==> src/rtl/riscv_irq_ctrl.sv <==
// Machine-mode interrupt controller: masks peripheral requests with mie, picks the
// lowest pending line, raises a trap request with its mcause and holds that line
// until mret, then returns a one-hot acknowledge to the peripheral.
module riscv_irq_ctrl #(
    parameter int unsigned NUM_IRQ = 16
) (
    input  logic               clk_i,
    input  logic               rst_i,
    input  logic [NUM_IRQ-1:0] irq_req_i,
    input  logic [31:0]        mie_i,
    input  logic               exception_i,
    input  logic               stall_i,
    input  logic               mret_i,
    output logic               irq_o,
    output logic [31:0]        irq_cause_o,
    output logic [NUM_IRQ-1:0] irq_ret_o
);

    localparam int unsigned IdxW = (NUM_IRQ > 1) ? $clog2(NUM_IRQ) : 1;

    typedef enum logic [0:0] {StIdle, StService} state_e;

    state_e            state_q;
    logic [IdxW-1:0]   held_idx_q;

    logic [NUM_IRQ-1:0] pend;
    logic [IdxW-1:0]    sel;
    logic [IdxW-1:0]    idx;
    logic               accept;
    logic [4:0]         cause_code;

    // Only mie[16 +: NUM_IRQ] matters; the rest is folded here to mark it intentionally unused.
    logic unused_mie;
    assign unused_mie = ^mie_i;

    assign pend = irq_req_i & mie_i[16 +: NUM_IRQ];

    // Fixed priority: lowest set index wins; zero when nothing is pending.
    always_comb begin
        sel = '0;
        for (int i = NUM_IRQ - 1; i >= 0; i--) begin
            if (pend[i]) begin
                sel = IdxW'(i);
            end
        end
    end

    // Take decision and combinational trap/ack outputs.
    always_comb begin
        accept      = (state_q == StIdle) & (|pend) & ~exception_i & ~stall_i & ~rst_i;
        irq_o       = accept;
        idx         = (state_q == StService) ? held_idx_q : sel;
        cause_code  = 5'd16 + 5'(idx);
        irq_cause_o = {1'b1, 26'b0, cause_code};
        irq_ret_o   = '0;
        if ((state_q == StService) && mret_i && !rst_i) begin
            irq_ret_o = NUM_IRQ'(1) << held_idx_q;
        end
    end

    // Service FSM: latch the winning line on accept, release it on mret.
    always_ff @(posedge clk_i or posedge rst_i) begin
        if (rst_i) begin
            state_q    <= StIdle;
            held_idx_q <= '0;
        end else begin
            unique case (state_q)
                StIdle: begin
                    if (accept) begin
                        held_idx_q <= sel;
                        state_q    <= StService;
                    end
                end
                StService: begin
                    if (mret_i) begin
                        state_q <= StIdle;
                    end
                end
                default: state_q <= StIdle;
            endcase
        end
    end

endmodule
==> config.mk <==
export PLATFORM = sky130hd
export DESIGN_NAME = riscv_irq_ctrl
export DESIGN_NICKNAME = d
export VERILOG_FILES = /design/src/rtl/riscv_irq_ctrl.sv
export SDC_FILE = /design/constraint.sdc
export NUM_CORES = 1
export LEC_CHECK = 0
export CAP_MARGIN = 20
export CORE_MARGIN = 3
export CORE_UTILIZATION = 30
export CTS_BUF_LIST = sky130_fd_sc_hd__clkbuf_4 sky130_fd_sc_hd__clkbuf_8 sky130_fd_sc_hd__clkbuf_16
export CTS_CLUSTER_DIAMETER = 80
export DETAILED_ROUTE_END_ITERATION = 16
export PLACE_DENSITY_LB_ADDON = 0.3
export SLEW_MARGIN = 5
export SYNTH_ARGS = -nofsm -noshare
export SYNTH_HDL_FRONTEND = slang
export SYNTH_SLANG_ARGS = --single-unit
==> constraint.sdc <==
create_clock -name clk_i -period 1.9 [get_ports clk_i]
set_clock_uncertainty 0.1 [all_clocks]
set_input_delay 0.19 -clock clk_i [delete_from_list [all_inputs] [get_ports clk_i]]
set_output_delay 0.19 -clock clk_i [all_outputs]
set_load 0.02 [all_outputs]
### Word level (Yosys, flattened, before mapping)

Index checks and enable logic that the tools add are counted.

| storage, ports and cells | value |
|---|---|
| output and inout port bits | 49 |
| bits in writable memories | 0 |
| memories | 0 |
| bits in read-only memories | 0 |
| bits of input ports | 53 |
| bits in latches | 0 |
| register bits | 5 |
| word-level logic and storage cells | 39 |

| operators by class | value |
|---|---|
| equality and inequality tests | 0 |
| reductions and logical operators | 5 |
| $mul | 0 |
| bitwise logic cells | 9 |
| divide/modulo/power cells | 0 |
| muxes and demuxes | 21 |
| shift operators | 1 |
| order comparisons | 0 |
| add/subtract/negate cells | 1 |

Operator list:

| cell | number |
|---|---|
| two-way mux 4 bit | 17 |
| AND 16 bit | 1 |
| two-way mux 16 bit | 1 |
| OR reduction 16 bit | 1 |
| << shifter 1 x 4 -> 16 bit (first input constant) | 1 |
| adder 5 x 4 -> 5 bit (first input constant) | 1 |
| AND 1 bit | 4 |
| NOT 1 bit | 4 |
| logical AND 1 bit | 2 |
| two-way mux 1 bit | 2 |
| one-hot mux 1 bit (2 select lines) | 1 |
| AND reduction 2 bit | 1 |
| logical NOT 1 bit | 1 |

### Depth between registers and ports, before layout

Gate-level depths: netlist of the first run.

| logic depth | value |
|---|---|
| depth after elaboration | 19 |
| depth in mapped cells | 5 |
| depth with buffers taken out | 5 |

### Worst setup path before layout of the first run

No wires, ideal clock.

| timing path | value |
|---|---|
| kind | flip-flop to output port |
| start point | reg state_q |
| end point | out irq_ret_o[0] |
| arrival time | 1.422 ns |
| buffers on the path | 1 |
| cell stages (with the launch flop) | 5 |
| data required time | 1.610 ns |
| slack | 0.188 ns |
| path through | dfrtp_1 > buf_6 > nand3_1 > or3_4 > nor3_1 |

| between the ends | value |
|---|---|
| cells in the longest elaborated chain, start to end | 3 |

RTL lines:

| what | RTL line | text |
|---|---|---|
| from (decl) | 23 | `state_e state_q;` |
| from (signal assigned) | 64 | `state_q <= StIdle;` |
| from (signal assigned) | 71 | `state_q <= StService;` |
| from (signal assigned) | 76 | `state_q <= StIdle;` |
| logical AND 1 bit (2 in a row) | 56 | `if ((state_q == StService) && mret_i && !rst_i) begin` |
| two-way mux 16 bit | 56 |  |
| to (decl) | 16 | `output logic [NUM_IRQ-1:0] irq_ret_o` |

Every way passes these cells.

### Worst setup path after layout of the first run

| timing path | value |
|---|---|
| start point | in irq_req_i[13] |
| end point | out irq_cause_o[1] |

| between the ends | value |
|---|---|
| cells in the longest elaborated chain, start to end | 17 |

RTL lines:

| what | RTL line | text |
|---|---|---|
| from (decl) | 9 | `input logic [NUM_IRQ-1:0] irq_req_i,` |
| AND 16 bit | 36 | `assign pend = irq_req_i & mie_i[16 +: NUM_IRQ];` |
| two-way mux 4 bit (14 in a row) | 42 | `if (pend[i]) begin` |
| two-way mux 4 bit | 52 | `idx = (state_q == StService) ? held_idx_q : sel;` |
| adder 5 x 4 -> 5 bit | 53 | `cause_code = 5'd16 + 5'(idx);` |
| to (decl) | 15 | `output logic [31:0] irq_cause_o,` |

Every way passes these cells.

==> out/results.txt, run 1 <==
DR iter-0 viols: 54
I/O pins: 102
Commonest non-fill, non-tap cell in the layout: buf_4
Die Wd: 61.0 um
Part of the cycle the worst path needs: 0.988
Vias in the first global route: 1052
Crit path largest cell delay: 0.42 ns
Number of hold violations in the final report: 0
Clk slew on worst S/H paths: 0.04 ns
Die ar.: 3720 um^2
Hold buffers post-CTS: 0
Final net count: 266
Required @ worst endpoint: 1.61 ns
CTS tree: yes
Non-filler cells, final: 243
Worst path arrival time: 1.59 ns
Sequential area share after synthesis: 0.138
Number of vias per cell: 4.58
Hpwl dp: 2.57 mm
Largest net degree at the start of global routing: 10
PortBufs: 57
Final Cell Area: 1630 um^2
Outcome: finished, final reports clean
Clk_lat worst skew: 0.24 ns
Maxcap violations: 0
Ant diodes: 0
CTS sink cnt: 5
Core area: 2830 um^2
Pre-CTS setup slack: -0.595 ns
Setup WS post-layout: 0.0221 ns
Critical Path Start Type: input pin
Total Power: 715 uW
TritonRoute pass-1 iters: 4
Die height: 61.0 um
Slowest cell on crit path: clkdlybuf4s50_1
RSZ-0062 raised after global routing: true
YS warnings: 0
Total Wirelength: 2.97 mm
Critical Path, Cell by Cell: clkdlybuf4s50_1, a22o_1, o211ai_1, nand3_1, a21bo_2, o21ai_1, buf_4
Initial antenna violation count: 0
Cts bufs inserted: 3
Synth Cell Area: 908 um^2
Max rail drop VDD: 0.000239 V
LEAKAGE: 0.000818 uW
Starting Density: 0.321
Clock tree buffer depth: 2
Fmax: 533 MHz
Share of layout cells above drive strength 1: 0.363
Gr ovfl total: 0
Synth-to-layout area growth: 79.6%
Power per cell area: 438 nW/um^2
Final min period: 1.88 ns
Maximum fanout along the worst path: 2
H-Tree Level Count: 1
Final setup violating endpoints: 0
Final Slew Violations: 0
Cells after synthesis: 123
Commonest cells after routing, fill and taps aside: buf_4 (38), conb_1 (28), clkdlybuf4s50_1 (25)
Root buffer cell: clkbuf_4
Via count: 1114
First-pass GRT wire length: 4.40 mm
Netlist cell types: 34
CP Capture Type: output port
Routed len/inst: 12.2 um
Placed instance area: 1600 um^2
DRC: 0
Type of the most critical hold path: input pin to async pin
Routed Antenna Nets: 0
Routability Congestion: 0.709
Critical path class: input pin to output port
Total track usage: 0.154
Syn_area_per_cell: 7.39 um^2
Inst Count DP: 235
Yosys reg bits: 5
Cell row count: 19
metrics by stage:
stage | utilization | TNS, ns | hold slack [ns]
floorplan | - | 0 | -0.118
global route | 0.577 | -0.0668 | 0.0214
global placement | 0.567 | -6.62 | 0.505
finish | 0.577 | 0 | 0.0167
detailed placement | 0.567 | -7.52 | 0.505
CTS | 0.572 | 0 | 0.337
per-layer routing:
metal,wire (um),part of all wire,track usage
met1,1070,0.36,0.155
met2,1650,0.56,0.314
met3,230,0.078,0.0231
met4,21,0.0071,0.0495
met5,0,0,0
registers in the layout, summed over array words and instances, names as in the netlist:
| name | flops |
|---|---|
| held_idx_q | 4 |
| state_q | 1 |
Yosys cell counts (all sizes together):
cell type	count	area (um^2)
o21ai	7	46.3
nand2	17	63.8
a32oi	1	8.76
nand2b	4	25.0
a22oi	9	103
inv	3	11.3
a32o	2	20.0
nand3b	1	7.51
clkbuf	2	7.51
a2bb2oi	2	23.8
nor4	1	21.3
a31o	1	8.76
buf	29	221
nor2	15	58.8
conb	2	7.51
a22o	1	8.76
dfrtp	5	125
a31oi	1	6.26
nand3	6	30.0
a21oi	3	15.0
nand4	2	25.0
nor3	4	20.0
a21bo	1	10.0
o211ai	1	7.51
or3	1	11.3
o2111ai	1	8.76
and3	1	6.26
where the power goes:
group / internal, uW / switching (uW) / leakage, uW
clock network: 93.7 / 44.3 / 0.0000184
logic: 207 / 209 / 0.000737
registers: 127 / 33.1 / 0.0000623
total: 428 / 287 / 0.000818
cells by family after synthesis:
logic type,after synthesis,synth area share
DFF,5,0.138
buffers and inverters,34,0.264
other,2,0.00827
and+or+nand+nor,52,0.296
AOI/OAI and AO/OA,30,0.293
area by class of cell:
type,count,area [um^2]
Fill cell,271,1200
Timing Repair Buffer,90,757
Multi-Input combinational cell,110,669
Sequential cell,5,125
Tap cell,31,38.8
Clock buffer,4,30.0
Inverter,3,11.3
worst max-delay path: cells and delay by family:
family / cells / cell delay [ns]
AO/OA/AOI/OAI: 4 / 0.72
buffers and inverters: 2 / 0.58
AND/OR/NAND/NOR: 1 / 0.10
path summary, 6_finish.rpt:
kind | from | end | slack, ns | cells after the start
hold / removal | rst_i | held_idx_q[0]$_DFFE_PP0P_ | 0.02 | 4
max in group asynchronous | rst_i | held_idx_q[1]$_DFFE_PP0P_ | 1.58 | 4
setup reg to reg | state_q$_DFF_PP0_ | held_idx_q[0]$_DFFE_PP0P_ | 0.23 | 7
setup / recovery | irq_req_i[13] | irq_cause_o[1] | 0.02 | 7
hold reg to reg | held_idx_q[1]$_DFFE_PP0P_ | held_idx_q[1]$_DFFE_PP0P_ | 0.51 | 3
min in group clk_i | mie_i[21] | held_idx_q[1]$_DFFE_PP0P_ | 0.39 | 5
timing repair:
action | 4_1_cts | 5_1_grt
endpoints found under the hold margin | 0 | 0
setup endpoints to repair | 21 | 18
pin swaps | 8 | 9
buffers inserted | 2 | 2
gates resized for setup | 79 | 23
No activity file was read; power rests on OpenSTA's default activity.
==> inputs of run 2 (changes only) <==
==> constraint.sdc (replaced) <==
create_clock -name clk_i -period 1.9 [get_ports clk_i]
set_clock_uncertainty 0.1 [all_clocks]
set_input_delay 0.19 -clock clk_i [delete_from_list [all_inputs] [get_ports clk_i]]
set_output_delay 0.19 -clock clk_i [all_outputs]
set_load 0.1 [all_outputs]
==> run 2 against run 1 <==
Compared with the run above: clock-buffer cell count unchanged; hold slack got worse by 0.0068 ns; clock power hardly changed; wire length shrank 0.34%; sequential power about the same; register-to-register slack improved by 0.11 ns; sequential share of layout area fell by 1.3 points; critical path type is now flip-flop to output port; largest cell class unchanged; largest power group unchanged; highest routed layer unchanged.
==> out/results.txt, run 2 (synthesis results as in run 1) <==
Core area: 2830 um^2 (unchanged)
Met1 WL: 1.00 mm (-6.0%)
Maxcap violations: 0 (unchanged)
Delay-heaviest family, CP: simple AND/OR/NAND/NOR gates
Clock tree buffer depth: 2 (unchanged)
Pint: 457 uW (+6.8%)
Clk slew on worst S/H paths: 0.04 ns (about the same)
Hpwl dp: 2.50 mm (-2.8%)
Routed Antenna Nets: 0 (unchanged)
Vias in the first global route: 1077 (+2.4%)
Slowest cell on crit path: or3_4
Die Wd: 61.0 um (unchanged)
Total Power: 1090 uW (+52%)
Routed len/inst: 12.5 um (+2.6%)
Number of vias per cell: 4.78 (+4.2%)
Cell row count: 19 (unchanged)
PortBufs: 57 (unchanged)
Met3 WL: 240 um (+4.3%)
Fillers: 242 (-11%)
I/O pins: 102 (unchanged)
Gr ovfl total: 0 (unchanged)
Crit path largest cell delay: 0.45 ns (+0.03 ns)
Clk pwr share: 0.129 (-0.064)
Die height: 61.0 um (unchanged)
Synth-to-layout area growth: 118%
Top Metal Used: met4
H-Tree Level Count: 1 (unchanged)
DRC: 0 (unchanged)
Flop-to-flop setup slack: 0.34 ns (+0.11 ns)
Initial antenna violation count: 0 (unchanged)
Required @ worst endpoint: 1.61 ns (about the same)
Non-filler cells, final: 236 (-2.9%)
Routability Congestion: 0.784 (+11%)
Outcome: finished, final reports clean
Number of hold violations in the final report: 0 (unchanged)
Fmax: 537 MHz (+0.81%)
Critical Path Start Type: flip-flop
Largest reg by FF count: held_idx_q
Root buffer cell: clkbuf_4
Commonest non-fill, non-tap cell in the layout: conb_1
Share of layout cells above drive strength 1: 0.478 (+0.115)
Final min period: 1.86 ns (-0.0151 ns)
Maximum fanout along the worst path: 6 (+4)
CTS tree: yes
Critical Path, Cell by Cell: or3_4, nor3_4, buf_12
Final net count: 259 (-2.6%)
DR iter-0 viols: 24 (-56%)
CP Capture Type: output port
Combinational Power Share: 0.722 (+0.140)
Max rail drop VDD: 0.000367 V (+54%)
Setup WS post-layout: 0.0372 ns (+0.0151 ns)
Critical path class: flip-flop to output port
Ant diodes: 0 (unchanged)
Pre-CTS setup slack: -0.184 ns (+0.410 ns)
Part of the cycle the worst path needs: 0.980 (-0.00793)
Power per cell area: 550 nW/um^2 (+26%)
Die ar.: 3720 um^2 (unchanged)
First-pass GRT wire length: 4.47 mm (+1.6%)
WL met2: 1.64 mm (-0.30%)
Total Wirelength: 2.96 mm (-0.34%)
Largest net degree at the start of global routing: 9 (-1)
CTS sink cnt: 5 (unchanged)
Commonest cells after routing, fill and taps aside: conb_1 (28), buf_4 (25), dlygate4sd2_1 (22)
Biggest regs: held_idx_q: 4 flops, state_q: 1 flops
Cts bufs inserted: 3 (unchanged)
Final Slew Violations: 0 (unchanged)
Final core utilization: 0.699 (+0.123)
RSZ-0062 raised after global routing: true
NetSw: 631 uW (+120%)
Sequential share of power: 0.148 (-0.076)
Clk_lat worst skew: 0.24 ns (about the same)
Switch share: 0.580 (+0.179)
Total track usage: 0.158 (+0.00392)
CP bufs+invs: 1 (-1)
Worst path arrival time: 1.57 ns (-0.02 ns)
Via count: 1127 (+1.2%)
Type of the most critical hold path: input pin to async pin
TritonRoute pass-1 iters: 4 (unchanged)
Largest register FFs: 4 (unchanged)
Starting Density: 0.321 (unchanged)
LEAKAGE: 0.000913 uW (+12%)
Inst Count DP: 227 (-3.4%)
Hold buffers post-CTS: 0 (unchanged)
Final setup violating endpoints: 0 (unchanged)
## run 2: changes by cell type in the layout (fill, tap and decap cells not counted), moves of 7 or more
cell	delta
buf_12	+21
buf_2	-7
buf_4	-13
clkdlybuf4s50_1	-20
dlygate4sd2_1	+14
nor2_1	-12
nor2_2	+8
## run 2: final timing paths
path / startpoint / to / depth (start not counted)
setup reg to reg: state_q$_DFF_PP0_ / held_idx_q[0]$_DFFE_PP0P_ / 6
setup / recovery: held_idx_q[3]$_DFFE_PP0P_ / irq_ret_o[0] / 3
min in group clk_i: mret_i / state_q$_DFF_PP0_ / 2
max in group asynchronous: rst_i / held_idx_q[3]$_DFFE_PP0P_ / 3
hold reg to reg: held_idx_q[2]$_DFFE_PP0P_ / held_idx_q[2]$_DFFE_PP0P_ / 2
hold / removal: rst_i / held_idx_q[3]$_DFFE_PP0P_ / 3
## run 2: metal layers
layer | global-route usage | vias to the layer above
met3 | 0.0231 | 7
met5 | 0 | -
met4 | 0.0836 | 0
met2 | 0.302 | 67
li1 | - | 545
met1 | 0.163 | 508
## run 2: worst register-to-register path: stages, from the launching register on
cell,delay (ns)
dfrtp_1,0.39
buf_4,0.15
nor4_4,0.35
o21ai_4,0.11
buf_4,0.17
nor2_2,0.11
a2bb2oi_2,0.06
## run 2: layout make-up
type / count / area, um^2 / share of cell area
sequential: 5 / 126 / 0.0639
tap: 31 / 38.8 / 0.0196
clock buffer: 4 / 30.0 / 0.0152
multi-input combinational: 110 / 807 / 0.408
timing repair buffer: 83 / 965 / 0.488
inverter: 3 / 11.3 / 0.00569
## run 2: timing repair
item,4_1_cts,5_1_grt
pin swaps,13,12
hold endpoints to repair,0,0
resized for setup,28,17
endpoints found under the setup margin,15,7
buffers inserted,4,1
cloned,0,0
## run 2: per-stage QoR
stage	hold WS, ns	cell area (um^2)	setup TNS, ns
after floorplan	-0.118	1130	-2.68
after global placement	0.425	1870	-0.453
after detailed placement	0.443	1870	-0.846
after CTS	0.0135	1920	0
after global routing	0.0245	1980	-0.0544
final	0.00999	1980	0
## run 2: power by group through the flow
stage	logic (uW)	registers, uW	clock network (uW)
global placement	772	159	0
CTS	774	160	141
floorplan	609	143	0
finish	786	161	141
global route	823	166	154
detailed placement	781	161	0
==> inputs of run 3 (changes only) <==
--- a/config.mk
+++ b/config.mk
@@ -5,6 +5,7 @@
 export SDC_FILE = /design/constraint.sdc
 export NUM_CORES = 1
 export LEC_CHECK = 0
+export ABC_CLOCK_PERIOD_IN_PS = 1900
 export CAP_MARGIN = 20
 export CORE_MARGIN = 3
 export CORE_UTILIZATION = 30
==> results of run 3 <==
Same layout as run 2: the final DEF is identical, and so are final timing and power.
